<file path="src/rtl/shot_clk_pkg.sv">
// Shared types and constants for the shot clock controller.
package shot_clk_pkg;

    typedef enum logic [1:0] {
        IDLE    = 2'd0,
        RUN     = 2'd1,
        PAUSE   = 2'd2,
        EXPIRED = 2'd3
    } state_e;

    localparam logic [4:0] SEC_24 = 5'd24;
    localparam logic [4:0] SEC_30 = 5'd30;

    function automatic logic [4:0] start_value(input logic sel24);
        return sel24 ? SEC_24 : SEC_30;
    endfunction

endpackage

</file>
<file path="src/rtl/shot_clk_ctrl_btn_debounce.sv">
// Active-low pushbutton conditioner: 2-FF synchronizer, debounce counter and
// one-cycle press pulse on the accepted 1->0 transition.
module btn_debounce #(
    parameter int unsigned DEBOUNCE_CYC = 1_000_000
) (
    input  logic clk_i,
    input  logic rst_i,
    input  logic btn_n_i,
    output logic press_o
);

    localparam int unsigned CW = (DEBOUNCE_CYC > 1) ? $clog2(DEBOUNCE_CYC) : 1;
    localparam logic [CW-1:0] CNT_LAST = CW'(DEBOUNCE_CYC - 1);

    logic [1:0]    sync_q;
    logic          level_q, level_d;
    logic [CW-1:0] cnt_q, cnt_d;
    logic          press_q, press_d;

    // Counter tracks consecutive cycles the synchronized level disagrees
    // with the accepted level; any agreement restarts it.
    always_comb begin
        level_d = level_q;
        cnt_d   = '0;
        press_d = 1'b0;
        if (sync_q[1] != level_q) begin
            if (cnt_q == CNT_LAST) begin
                level_d = sync_q[1];
                press_d = ~sync_q[1];
            end else begin
                cnt_d = cnt_q + 1'b1;
            end
        end
    end

    always_ff @(posedge clk_i or posedge rst_i) begin
        if (rst_i) begin
            sync_q  <= '1;
            level_q <= 1'b1;
            cnt_q   <= '0;
            press_q <= 1'b0;
        end else begin
            sync_q  <= {sync_q[0], btn_n_i};
            level_q <= level_d;
            cnt_q   <= cnt_d;
            press_q <= press_d;
        end
    end

    assign press_o = press_q;

endmodule

</file>
<file path="src/rtl/shot_clk_ctrl.sv">
// Shot clock run/pause/reload controller: FSM, 1 Hz prescaler, countdown.
// Define SHOT_CLK_BUZZER_EN to build the timed expiry buzzer.
module shot_clk_ctrl
    import shot_clk_pkg::*;
#(
    parameter int unsigned CLK_HZ       = 50_000_000,
    parameter int unsigned DEBOUNCE_CYC = 1_000_000,
    parameter int unsigned BUZZ_SEC     = 2
) (
    input  logic       clk,
    input  logic       rst,
    input  logic       pause_n,
    input  logic       reload_n,
    input  logic       sel24,
    output logic [4:0] secs,
    output logic       running,
    output logic       expired,
    output logic       tick,
    output logic       buzzer
);

    localparam int unsigned PW = (CLK_HZ > 1) ? $clog2(CLK_HZ) : 1;
    localparam logic [PW-1:0] PRE_LAST = PW'(CLK_HZ - 1);

    state_e        state_q, state_d;
    logic [PW-1:0] pre_q, pre_d;
    logic [4:0]    secs_q, secs_d;
    logic          running_q, expired_q, tick_q, tick_d;
    logic          pause_ev, reload_ev;
    logic [4:0]    start_val;

    btn_debounce #(.DEBOUNCE_CYC(DEBOUNCE_CYC)) u_pause_db (
        .clk_i   (clk),
        .rst_i   (rst),
        .btn_n_i (pause_n),
        .press_o (pause_ev)
    );

    btn_debounce #(.DEBOUNCE_CYC(DEBOUNCE_CYC)) u_reload_db (
        .clk_i   (clk),
        .rst_i   (rst),
        .btn_n_i (reload_n),
        .press_o (reload_ev)
    );

    assign start_val = start_value(sel24);

    always_comb begin
        state_d = state_q;
        pre_d   = pre_q;
        secs_d  = secs_q;
        tick_d  = 1'b0;
        if (reload_ev) begin
            state_d = IDLE;
            secs_d  = start_val;
            pre_d   = '0;
        end else begin
            case (state_q)
                IDLE: begin
                    secs_d = start_val;
                    pre_d  = '0;
                    if (pause_ev) state_d = RUN;
                end
                RUN: begin
                    // The pause cycle itself holds the prescaler, so the
                    // partial second resumes exactly where it stopped.
                    if (pause_ev) begin
                        state_d = PAUSE;
                    end else if (pre_q == PRE_LAST) begin
                        pre_d  = '0;
                        tick_d = 1'b1;
                        if (secs_q <= 5'd1) begin
                            secs_d  = '0;
                            state_d = EXPIRED;
                        end else begin
                            secs_d = secs_q - 1'b1;
                        end
                    end else begin
                        pre_d = pre_q + 1'b1;
                    end
                end
                PAUSE: begin
                    if (pause_ev) state_d = RUN;
                end
                EXPIRED: begin
                    secs_d = '0;
                end
                default: begin
                    state_d = IDLE;
                end
            endcase
        end
    end

    always_ff @(posedge clk or posedge rst) begin
        if (rst) begin
            state_q   <= IDLE;
            pre_q     <= '0;
            secs_q    <= SEC_30;
            running_q <= 1'b0;
            expired_q <= 1'b0;
            tick_q    <= 1'b0;
        end else begin
            state_q   <= state_d;
            pre_q     <= pre_d;
            secs_q    <= secs_d;
            running_q <= (state_d == RUN);
            expired_q <= (state_d == EXPIRED);
            tick_q    <= tick_d;
        end
    end

    assign secs    = secs_q;
    assign running = running_q;
    assign expired = expired_q;
    assign tick    = tick_q;

`ifdef SHOT_CLK_BUZZER_EN
    localparam int unsigned BUZZ_CYC = BUZZ_SEC * CLK_HZ;
    localparam int unsigned BW = (BUZZ_CYC > 0) ? $clog2(BUZZ_CYC + 1) : 1;

    logic [BW-1:0] buzz_cnt_q, buzz_cnt_d;
    logic          buzzer_q;

    always_comb begin
        buzz_cnt_d = buzz_cnt_q;
        if (reload_ev) begin
            buzz_cnt_d = '0;
        end else if (state_q != EXPIRED && state_d == EXPIRED) begin
            buzz_cnt_d = BW'(BUZZ_CYC);
        end else if (buzz_cnt_q != '0) begin
            buzz_cnt_d = buzz_cnt_q - 1'b1;
        end
    end

    always_ff @(posedge clk or posedge rst) begin
        if (rst) begin
            buzz_cnt_q <= '0;
            buzzer_q   <= 1'b0;
        end else begin
            buzz_cnt_q <= buzz_cnt_d;
            buzzer_q   <= (buzz_cnt_d != '0);
        end
    end

    assign buzzer = buzzer_q;
`else
    localparam int unsigned buzz_sec_unused = BUZZ_SEC;
    assign buzzer = 1'b0;
`endif

endmodule

</file>
<file path="config.mk">
export PLATFORM = sky130hd
export DESIGN_NAME = shot_clk_ctrl
export DESIGN_NICKNAME = d
export VERILOG_FILES = /design/src/rtl/shot_clk_pkg.sv /design/src/rtl/shot_clk_ctrl_btn_debounce.sv /design/src/rtl/shot_clk_ctrl.sv
export SDC_FILE = /design/constraint.sdc
export NUM_CORES = 1
export LEC_CHECK = 0
export CAP_MARGIN = 20
export CELL_PAD_IN_SITES_DETAIL_PLACEMENT = 0
export CELL_PAD_IN_SITES_GLOBAL_PLACEMENT = 2
export CORE_MARGIN = 1
export CORE_UTILIZATION = 40
export CTS_BUF_LIST = sky130_fd_sc_hd__clkbuf_16
export CTS_CLUSTER_DIAMETER = 200
export DETAILED_ROUTE_END_ITERATION = 10
export GPL_TIMING_DRIVEN = 0
export PLACE_DENSITY_LB_ADDON = 0.1
export SKIP_CTS_REPAIR_TIMING = 1
export SYNTH_ARGS = -nofsm -noshare
export SYNTH_HDL_FRONTEND = slang
export SYNTH_SLANG_ARGS = --single-unit
export TNS_END_PERCENT = 100
</file>
<file path="constraint.sdc">
create_clock -name clk -period 3.75 [get_ports clk]
set_input_delay 0.75 -clock clk [delete_from_list [all_inputs] [get_ports clk]]
set_output_delay 0.75 -clock clk [all_outputs]
set_load 0.02 [all_outputs]
</file>
==> run metrics <==
Root Driver=clkbuf_16; #FFs+latches synth=84; clock latency on the worst-skew pair=~330 ps; final setup TNS=0 ps; post-DP HPWL=5877 um; DRT Pass-1 Iters=4; critical path endpoint category=flop; layout cells sized above 1=10.71%; final hold viol count=0; Max Cap Viol=0; top post-synthesis cells by area=dfrtp_1 44%, nor2_1 6.7%, dfstp_2 6.2%; final wirelength=8567 um; Final setup viols=0; Critical path buffers and inverters=1; Die Width=104.7 um; Layout Cells excl Fill=roughly 600; first-pass GRT wire length=about 15,000 um; CTS clock-pin slew for the worst setup and hold paths=60 ps; IO Pins=14; Port Buffer Count=12; post-route antenna net violation count=0; Post-Synth Simple-Gate Area=26.37%; Comb pwr share=3.1%; post-synthesis compound-gate area fraction=6.963%; largest area contributor in the netlist=dfrtp_1; Critical Path RT=between 3000 and 4000 ps; fin crit period=2467 ps; Netlist Area Pre-Place=4223 um2; Slew Limit Fails=0; Worst Tran Pin Value=928.2 ps; EDFF count, synth=0; largest net degree at the start of global routing=62; Yosys cell types=57; switching share of total power=roughly 22%; ant diodes=0; r2r setup slk=1280 ps; Synth Instances=about 440; crit path kind=reg2reg; Worst path slowest cell=nor4_1; clock skew=8.004 ps; Psw=0.0003954 W; P_int=0.001376 W; GRT Overall Usage=17.53%; Initial Util=around 41%; worst-path fanout max=10; clk sink count=84; xor/xnor share of the synthesized area=around a tenth; routed len/inst=14.21 um; P_leak=1.987 nW; top post-synthesis cells by count=75 x nor2_1, 74 x dfrtp_1, 37 x nand2_1; mean area per synthesized cell=9.663 um2; Post-Synth Adder-Cell Area=1.481%; largest family of logic cells by synthesized area=simple AND/OR/NAND/NOR gates; DP Cell Count=between 500 and 600; antenna violations before repair=0; FMAX=between 400 and 500 MHz; vias=3,101; sequential share of power=52.2%; Max stage delay on crit path=810 ps; Slew headroom=between 30% and 40%; final global-route overflow total=0; VDD IR-drop max=0.1636 mV; RD Place Congestion=0.7597; area of the multi-input gates=1998 um2; DIE HEIGHT=approximately 100 um; CTS tree=built; pwr/cell area=368.3 nW/um2; Num CTS Buffers=9; area delta synth->final=13.93%; worst-path cell chain=ha_1 > nand3_1 > nor4_1 > a21oi_2 > buf_6 > a22oi_1 > o21ai_1; First DRT Iteration DRCs=97; mux cell area share after synthesis=2.044%; Clk pwr share=~45%; Mapped Nets=between 400 and 500; vias per inst=5.143; synth warn=0; H-Tree Depth=3; fill count=around 1,000; CTS Buffer Depth=2; final-stage net count=472; status=finished, final reports clean; Async S/R FF share, synth=100.0%; FP Rows=37; Seq. cell area=around 2100 um2; most instantiated library cell after synthesis=nor2_1; vias in the first global route=around 3,200; Worst Path Arrival=2680 ps; fin crit share=65.79%; Seq/Total Area, Yosys=50.07%; Min-Delay Path Class=reg2reg; RSZ-0062 raised after global routing=false; die area=around 11,000 um2; share of the synthesized area in the top cell type=43.85%; Core ar.=10,280 um2; Top Family by Delay on Critical Path=simple AND/OR/NAND/NOR gates; drt drc=0; Setup crit start kind=flop; dominant synthesized flop cell=dfrtp_1
-- cell type report --
type                    instances  area share, %
multi-input cells             328          41.53
clock buffers                   9          4.681
inverters                      13          1.066
plain buffers                  12          1.274
repair buffers                 14          3.173
clock inverters                 7         0.7802
well taps                     136          3.537
flip-flops and latches         84          43.95
-- state kept, by name, summed over array words and instances, names as in the netlist --
register             flops
u_reload_db.sync_q       2
u_pause_db.press_o       1
state_q                  2
pre_q                   26
running                  1
u_reload_db.level_q      1
u_pause_db.sync_q        2
u_reload_db.cnt_q       20
u_pause_db.cnt_q        20
u_pause_db.level_q       1
tick                     1
expired                  1
u_reload_db.press_o      1
secs                     5
-- per-layer routing --
layer / vias to the layer above / track usage [%] / share of wire [%]
li1: 1556 / - / -
met1: 1511 / 24.03 / 50
met2: 26 / 27.91 / 46
met3: 8 / 2.495 / 1.9
met4: 0 / 7.243 / 1.3
met5: - / 0 / 0
-- cell families after synthesis --
group                      count (synthesis)
other                                      1
AOI/OAI and AO/OA                         43
and+or+nand+nor                          221
DFF                                       84
xor gates and xnor gates                  50
adders and majority gates                  5
buffers and inverters                     25
muxes                                      8
-- path summary, 6_finish.rpt --
| path | to | cells after the start | startpoint |
|---|---|---|---|
| setup / recovery | pre_q[11]$_DFFE_PP0P_ | 7 | pre_q[0]$_DFFE_PP0P_ |
| hold / removal | u_pause_db.sync_q[1]$_DFF_PP1_ | 0 | u_pause_db.sync_q[0]$_DFF_PP1_ |
| setup reg to reg | pre_q[11]$_DFFE_PP0P_ | 7 | pre_q[0]$_DFFE_PP0P_ |
| hold reg to reg | u_pause_db.sync_q[1]$_DFF_PP1_ | 0 | u_pause_db.sync_q[0]$_DFF_PP1_ |
| max in group asynchronous | secs[3]$_DFFE_PP1P_ | 3 | rst |
| min in group asynchronous | u_reload_db.cnt_q[14]$_DFF_PP0_ | 2 | rst |
-- metrics by stage --
stage / instance area, um2 / power (W) / setup slack (ps) / hold WS [ps] / util [%]
final: 4811 / 0.001772 / 1283 / 355.0 / 46.81
after global routing: 4811 / 0.001845 / 1099 / 362.4 / 46.81
after CTS: 4811 / 0.001802 / 1361 / 356.6 / 46.81
after detailed placement: 4548 / 0.0009984 / 1375 / 347.6 / 44.25
after global placement: 4513 / 0.0009934 / -619.8 / 347.3 / 43.91
after floorplan: 4223 / 0.0009740 / 851.4 / 345.2 / -
-- cell usage in the layout, fill, tap and decap left out, types with 10 or more instances in the layout --
| cell type | instances |
|---|---|
| nand2_1 | 37 |
| nor3_1 | 13 |
| clkdlybuf4s50_1 | 12 |
| inv_1 | 15 |
| nand3_1 | 30 |
| xnor2_1 | 26 |
| and3_1 | 11 |
| dfstp_2 | 10 |
| dfrtp_1 | 74 |
| nor4_1 | 11 |
| nand4_1 | 10 |
| xor2_1 | 24 |
| nor2_1 | 75 |
-- power by group through the flow --
stage                     clock (W)  sequential [W]  combinational [W]
after floorplan                   0        0.000941          0.0000327
after global placement            0        0.000942          0.0000517
after detailed placement          0        0.000942          0.0000567
after CTS                  0.000820        0.000925          0.0000569
after global routing       0.000856        0.000926          0.0000630
final                      0.000792        0.000925          0.0000540
Power figures use the tool's default switching activity.
